File: src/rtl/sat_fifo_pkg.sv
// Shared types and default sizing for the FIFO arbitration tree.
package sat_fifo_pkg;

    typedef enum logic [1:0] {
        IDLE = 2'd0,
        WAIT = 2'd1,
        HOLD = 2'd2
    } arb_state_e;

    localparam int DATA_WIDTH = 36;
    localparam int NUM_FIFOS  = 4;

endpackage

File: src/rtl/rr_pick.sv
// Combinational round-robin search: first requester strictly after 'last',
// wrapping modulo N. Kept standalone so wider arbitration trees can reuse it.
module rr_pick #(
    parameter int N   = 4,
    localparam int IW = (N > 1) ? $clog2(N) : 1
) (
    input  logic [N-1:0]  req,
    input  logic [IW-1:0] last,
    output logic [IW-1:0] grant_idx,
    output logic          grant_vld
);

    always_comb begin
        grant_idx = '0;
        grant_vld = 1'b0;
        for (int k = 1; k <= N; k++) begin
            int j;
            j = int'(last) + k;
            if (j >= N) begin
                j = j - N;
            end
            if (!grant_vld && req[IW'(j)]) begin
                grant_idx = IW'(j);
                grant_vld = 1'b1;
            end
        end
    end

endmodule

File: src/rtl/fifo_rr_arbiter.sv
// Drains NUM_FIFOS upstream FIFOs round-robin into one registered valid/ready
// output, issuing at most one read per two cycles.
module fifo_rr_arbiter
    import sat_fifo_pkg::*;
#(
    parameter int NUM_FIFOS  = sat_fifo_pkg::NUM_FIFOS,
    parameter int DATA_WIDTH = sat_fifo_pkg::DATA_WIDTH,
    localparam int IDX_W     = $clog2(NUM_FIFOS)
) (
    input  logic                            clk,
    input  logic                            reset,
    input  logic [NUM_FIFOS-1:0]            fifo_empty_i,
    input  logic [NUM_FIFOS*DATA_WIDTH-1:0] fifo_data_i,
    output logic [NUM_FIFOS-1:0]            fifo_rden_o,
    output logic [DATA_WIDTH-1:0]           data_o,
    output logic [IDX_W-1:0]                src_o,
    output logic                            valid_o,
    input  logic                            ready_i
);

    arb_state_e            state_q;
    logic [IDX_W-1:0]      last_q;
    logic [IDX_W-1:0]      last_d;
    logic [DATA_WIDTH-1:0] data_q;
    logic [IDX_W-1:0]      src_q;
    logic                  valid_q;

    logic [IDX_W-1:0]      pick_idx;
    logic                  pick_vld;
    logic                  pick_en;
    logic                  issue_d;
    logic [NUM_FIFOS-1:0]  rden_d;

    rr_pick #(
        .N(NUM_FIFOS)
    ) u_pick (
        .req       (~fifo_empty_i),
        .last      (last_q),
        .grant_idx (pick_idx),
        .grant_vld (pick_vld)
    );

    // Empties only matter while idle or when the held word is leaving.
    assign pick_en = reset && ((state_q == IDLE) || (state_q == HOLD && ready_i));
    assign issue_d = pick_en && pick_vld;
    assign last_d  = issue_d ? pick_idx : last_q;

    always_comb begin
        rden_d = '0;
        if (issue_d) begin
            rden_d[pick_idx] = 1'b1;
        end
    end

    assign fifo_rden_o = rden_d;
    assign data_o      = data_q;
    assign src_o       = src_q;
    assign valid_o     = valid_q;

    always_ff @(posedge clk) begin
        if (!reset) begin
            state_q <= IDLE;
            last_q  <= IDX_W'(NUM_FIFOS - 1);
            data_q  <= '0;
            src_q   <= '0;
            valid_q <= 1'b0;
        end else begin
            last_q <= last_d;
            case (state_q)
                IDLE: begin
                    if (issue_d) begin
                        state_q <= WAIT;
                    end
                end
                WAIT: begin
                    // last_q still names the FIFO read on the previous edge.
                    data_q  <= fifo_data_i[last_q*DATA_WIDTH +: DATA_WIDTH];
                    src_q   <= last_q;
                    valid_q <= 1'b1;
                    state_q <= HOLD;
                end
                HOLD: begin
                    if (ready_i) begin
                        valid_q <= 1'b0;
                        state_q <= issue_d ? WAIT : IDLE;
                    end
                end
                default: begin
                    valid_q <= 1'b0;
                    state_q <= IDLE;
                end
            endcase
        end
    end

endmodule

File: config.mk
export PLATFORM = sky130hd
export DESIGN_NAME = fifo_rr_arbiter
export DESIGN_NICKNAME = d
export VERILOG_FILES = /design/src/rtl/sat_fifo_pkg.sv /design/src/rtl/rr_pick.sv /design/src/rtl/fifo_rr_arbiter.sv
export SDC_FILE = /design/constraint.sdc
export NUM_CORES = 1
export LEC_CHECK = 0
export CORE_MARGIN = 2
export CORE_UTILIZATION = 33
export DETAILED_ROUTE_END_ITERATION = 12
export PLACE_DENSITY = 0.81
export REMOVE_ABC_BUFFERS = 1
export SYNTH_ARGS = -nofsm -noshare
export SYNTH_HDL_FRONTEND = slang
export SYNTH_SLANG_ARGS = --single-unit
File: constraint.sdc
create_clock -name clk -period 1.6 [get_ports clk]
set_input_delay 0.16 -clock clk [delete_from_list [all_inputs] [get_ports clk]]
set_output_delay 0.16 -clock clk [all_outputs]
set_load 0.01 [all_outputs]
==> results of run 1 <==
worst max-delay path: cells and delay by family, from the launching register on:
family                 cells  cell delay (ns)
AO/OA/AOI/OAI              2             0.42
flip-flops                 1             0.38
AND/OR/NAND/NOR            2             0.22
buffers and inverters      1             0.14
flip-flops by register name, indices dropped and copies added (netlist names):
register  cells
src_o         2
data_o       36
valid_o       1
state_q       2
last_q        2
report_power, final:
group | internal [uW] | switching, uW | leakage, uW
logic | 1020 | 541 | 0.00134
clock network | 339 | 346 | 0.0000470
registers | 1200 | 78.0 | 0.000353
total | 2560 | 965 | 0.00174
cells by family (layout without fill, tap and decap cells):
group / Yosys count / in the layout / synth area share
muxes: 39 / 39 / 0.3517
and+or+nand+nor: 23 / 24 / 0.04847
AOI/OAI and AO/OA: 46 / 46 / 0.1621
DFF: 43 / 43 / 0.3585
buffers and inverters: 21 / 220 / 0.07920
metrics by stage:
stage | worst slack, ns | instance area (um^2) | hold slack (ns) | total power [uW]
after global placement | -0.4741 | 4405 | 0.4562 | 2806
after floorplan | -1.127 | 2222 | 0.3081 | 2029
after CTS | -0.009706 | 4499 | 0.4805 | 3546
after global routing | -0.1122 | 4527 | 0.4979 | 3717
after detailed placement | -0.4947 | 4405 | 0.4532 | 2839
final | -0.01149 | 4527 | 0.4794 | 3522
layout make-up:
cell class / count / area (um^2)
clock inverters: 1 / 5.005
inverters: 3 / 11.26
repair buffers: 210 / 2047
clock buffers: 6 / 82.58
multi-input cells: 109 / 1391
flip-flops and latches: 43 / 865.8
fillers: 580 / 2610
well taps: 99 / 123.9
routing by layer:
metal	vias to the layer above	wire length, um	global-route usage
li1	1105	-	-
met1	1155	3131	0.2216
met2	125	4301	0.3549
met3	15	837	0.06002
met4	0	174	0.06377
met5	-	0	0
worst min-delay path by stage:
stage	from	to	slack (ns)	cells past startpoint
3_3_place_gp	data_o[35]	data_o[35]	0.46	1
2_1_floorplan	reset	valid_o	0.31	1
6_report	data_o[22]	data_o[22]	0.48	1
5_1_grt	data_o[22]	data_o[22]	0.50	1
3_5_place_dp	data_o[35]	data_o[35]	0.45	1
4_1_cts	data_o[35]	data_o[35]	0.48	1
what timing repair did:
action | in CTS | in global routing
setup buffers | 0 | 1
cloned | 0 | 1
pin swaps | 1 | 2
resized for setup | 27 | 4
setup endpoints to repair | 15 | 40
layout by cell type, fill, tap and decap left out:
cell,count
nor2b_1,1
inv_1,3
dlygate4sd2_1,3
nor2_2,2
a22o_1,36
clkinv_2,1
nand4b_1,1
nand3_1,1
nand2b_1,3
o211a_1,2
dfxtp_1,41
o31a_1,1
nor2_1,8
o21ai_0,1
dfxtp_2,1
a2bb2oi_2,1
nand2_1,2
o211ai_1,1
clkbuf_8,6
or2_4,1
dfxtp_4,1
buf_4,15
clkdlybuf4s50_1,186
and2_4,1
o21ai_1,1
buf_8,1
mux2i_1,3
mux4_2,35
buf_6,1
nor2_4,2
a21oi_1,2
a221oi_2,1
nand4_1,1
mux4_1,1
nor3_2,1
buf_2,4
==> flow_summary.ini, run 1 <==
[status]
status = finished with violations
violations = negative setup slack

[critical_path]
endpoint_kind = output pin
crit_path_max_fanout = 6
arrival_ns = 1.45
r2r_end = data_o[27]
crit_path_start_kind = flop
cp_slowest_cell = dfxtp_4
endpoint = fifo_rden_o[0]
r2r-start = last_q[0]
worst-setup-path-type = reg -> out
max_stage_delay_ns = 0.38
worstPathCellList = a2bb2oi_2 -> a221oi_2 -> or2_4 -> nor2_2 -> buf_2
rrSetupSlack_ns = 0.02
cp-startpoint = last_q[0]
required_ns = 1.44
rr_worst_depth = 4

[power]
leakagePower_uw = 0.001735
power_density_nw_per_um2 = 778.1
ir_drop_uv = 375.4

[clocking]
cts_root_buffer = clkbuf_8
clk_pin_slew_ns = 0.08
hold_buffers = 0
worstSkewPairLatency_ns = 0.28
cts.sinks = 43
cts_buffer_depth = 2
cts_made_buffers = 5
htree_num_levels = 2
cts_tree = done

[synth]
yosys-top-cells-count = 43 x dfxtp_1, 36 x a22o_1, 35 x mux4_2
synth_area_leaders = dfxtp_1 36%, mux4_2 33%, a22o_1 13%, buf_6 2.8%, buf_12 2.5%
synth_seq_cells = 43
synthArstFlopShare = 0
yosys.area.top_type = dfxtp_1
synth_cells = 172
yosysSeqAreaShare = 0.3585
netlist_area_um2 = 2401
ys_warn_count = 0
ys_types = 29
synth-edff-count = 0
synth_ff_type = dfxtp_1
syn_area_per_cell_um2 = 13.96
synth.most_common_cell = dfxtp_1
synth_top_area_frac = 0.3585

[global_routing]
antenna_found_initial = 0
grt_overflow = 0
grt_start_max_net_pins = 37
track_usage = 0.1969
grt_pass1_wl_mm = 11.90
grt_pass1_vias = 2417

[timing]
report.final.slew_viol_count = 0
slew_headroom = 0.6611
worstMarginPinSlew_ns = 0.5072
period_share = 1.007
fmax_mhz = 620.5
worst_clock_skew_ns = 0.005234
setup_viol = 2
min_period_ns = 1.611
fin_ws_ns = -0.01149
hold_violations = 0
setup_tns_ns = -0.01253
rsz0062_at_grt = yes

[place]
place_hpwl_mm = 6.526
port_buffers = 193
dp.cells = 462
gp_congestion = 0.7276

[routing]
wl_per_cell_um = 17.93
via_count = 2400
vias_per_cell = 5.096
ant_nets = 0
routed_wl_mm = 8.444
drc = 0
firstDrtPassIters = 4
drt_iter0_drc = 58

[die]
rows = 31
start_util = 0.3364
io_pins = 194
die-area_um2 = 7974
core-area_um2 = 7137
die_w_um = 89.30
die_h_um = 89.30

[final_layout]
area_growth_pct = 88.54
post-route-util = 0.6343
layout-drive-gt1-share = 0.1989
nNetsFinal = 523
diodes = 0
stdcell_count = 471

[min_path]
hold_class = reg -> reg

[flow_run]
drv_cap = 0
Power figures use the tool's default switching activity.
==> run 2, diff against run 1 <==
Settings changed: CTS_CLUSTER_DIAMETER set to 200.
==> results of run 2 <==
Final layout, timing and power as in run 1 (identical DEF).
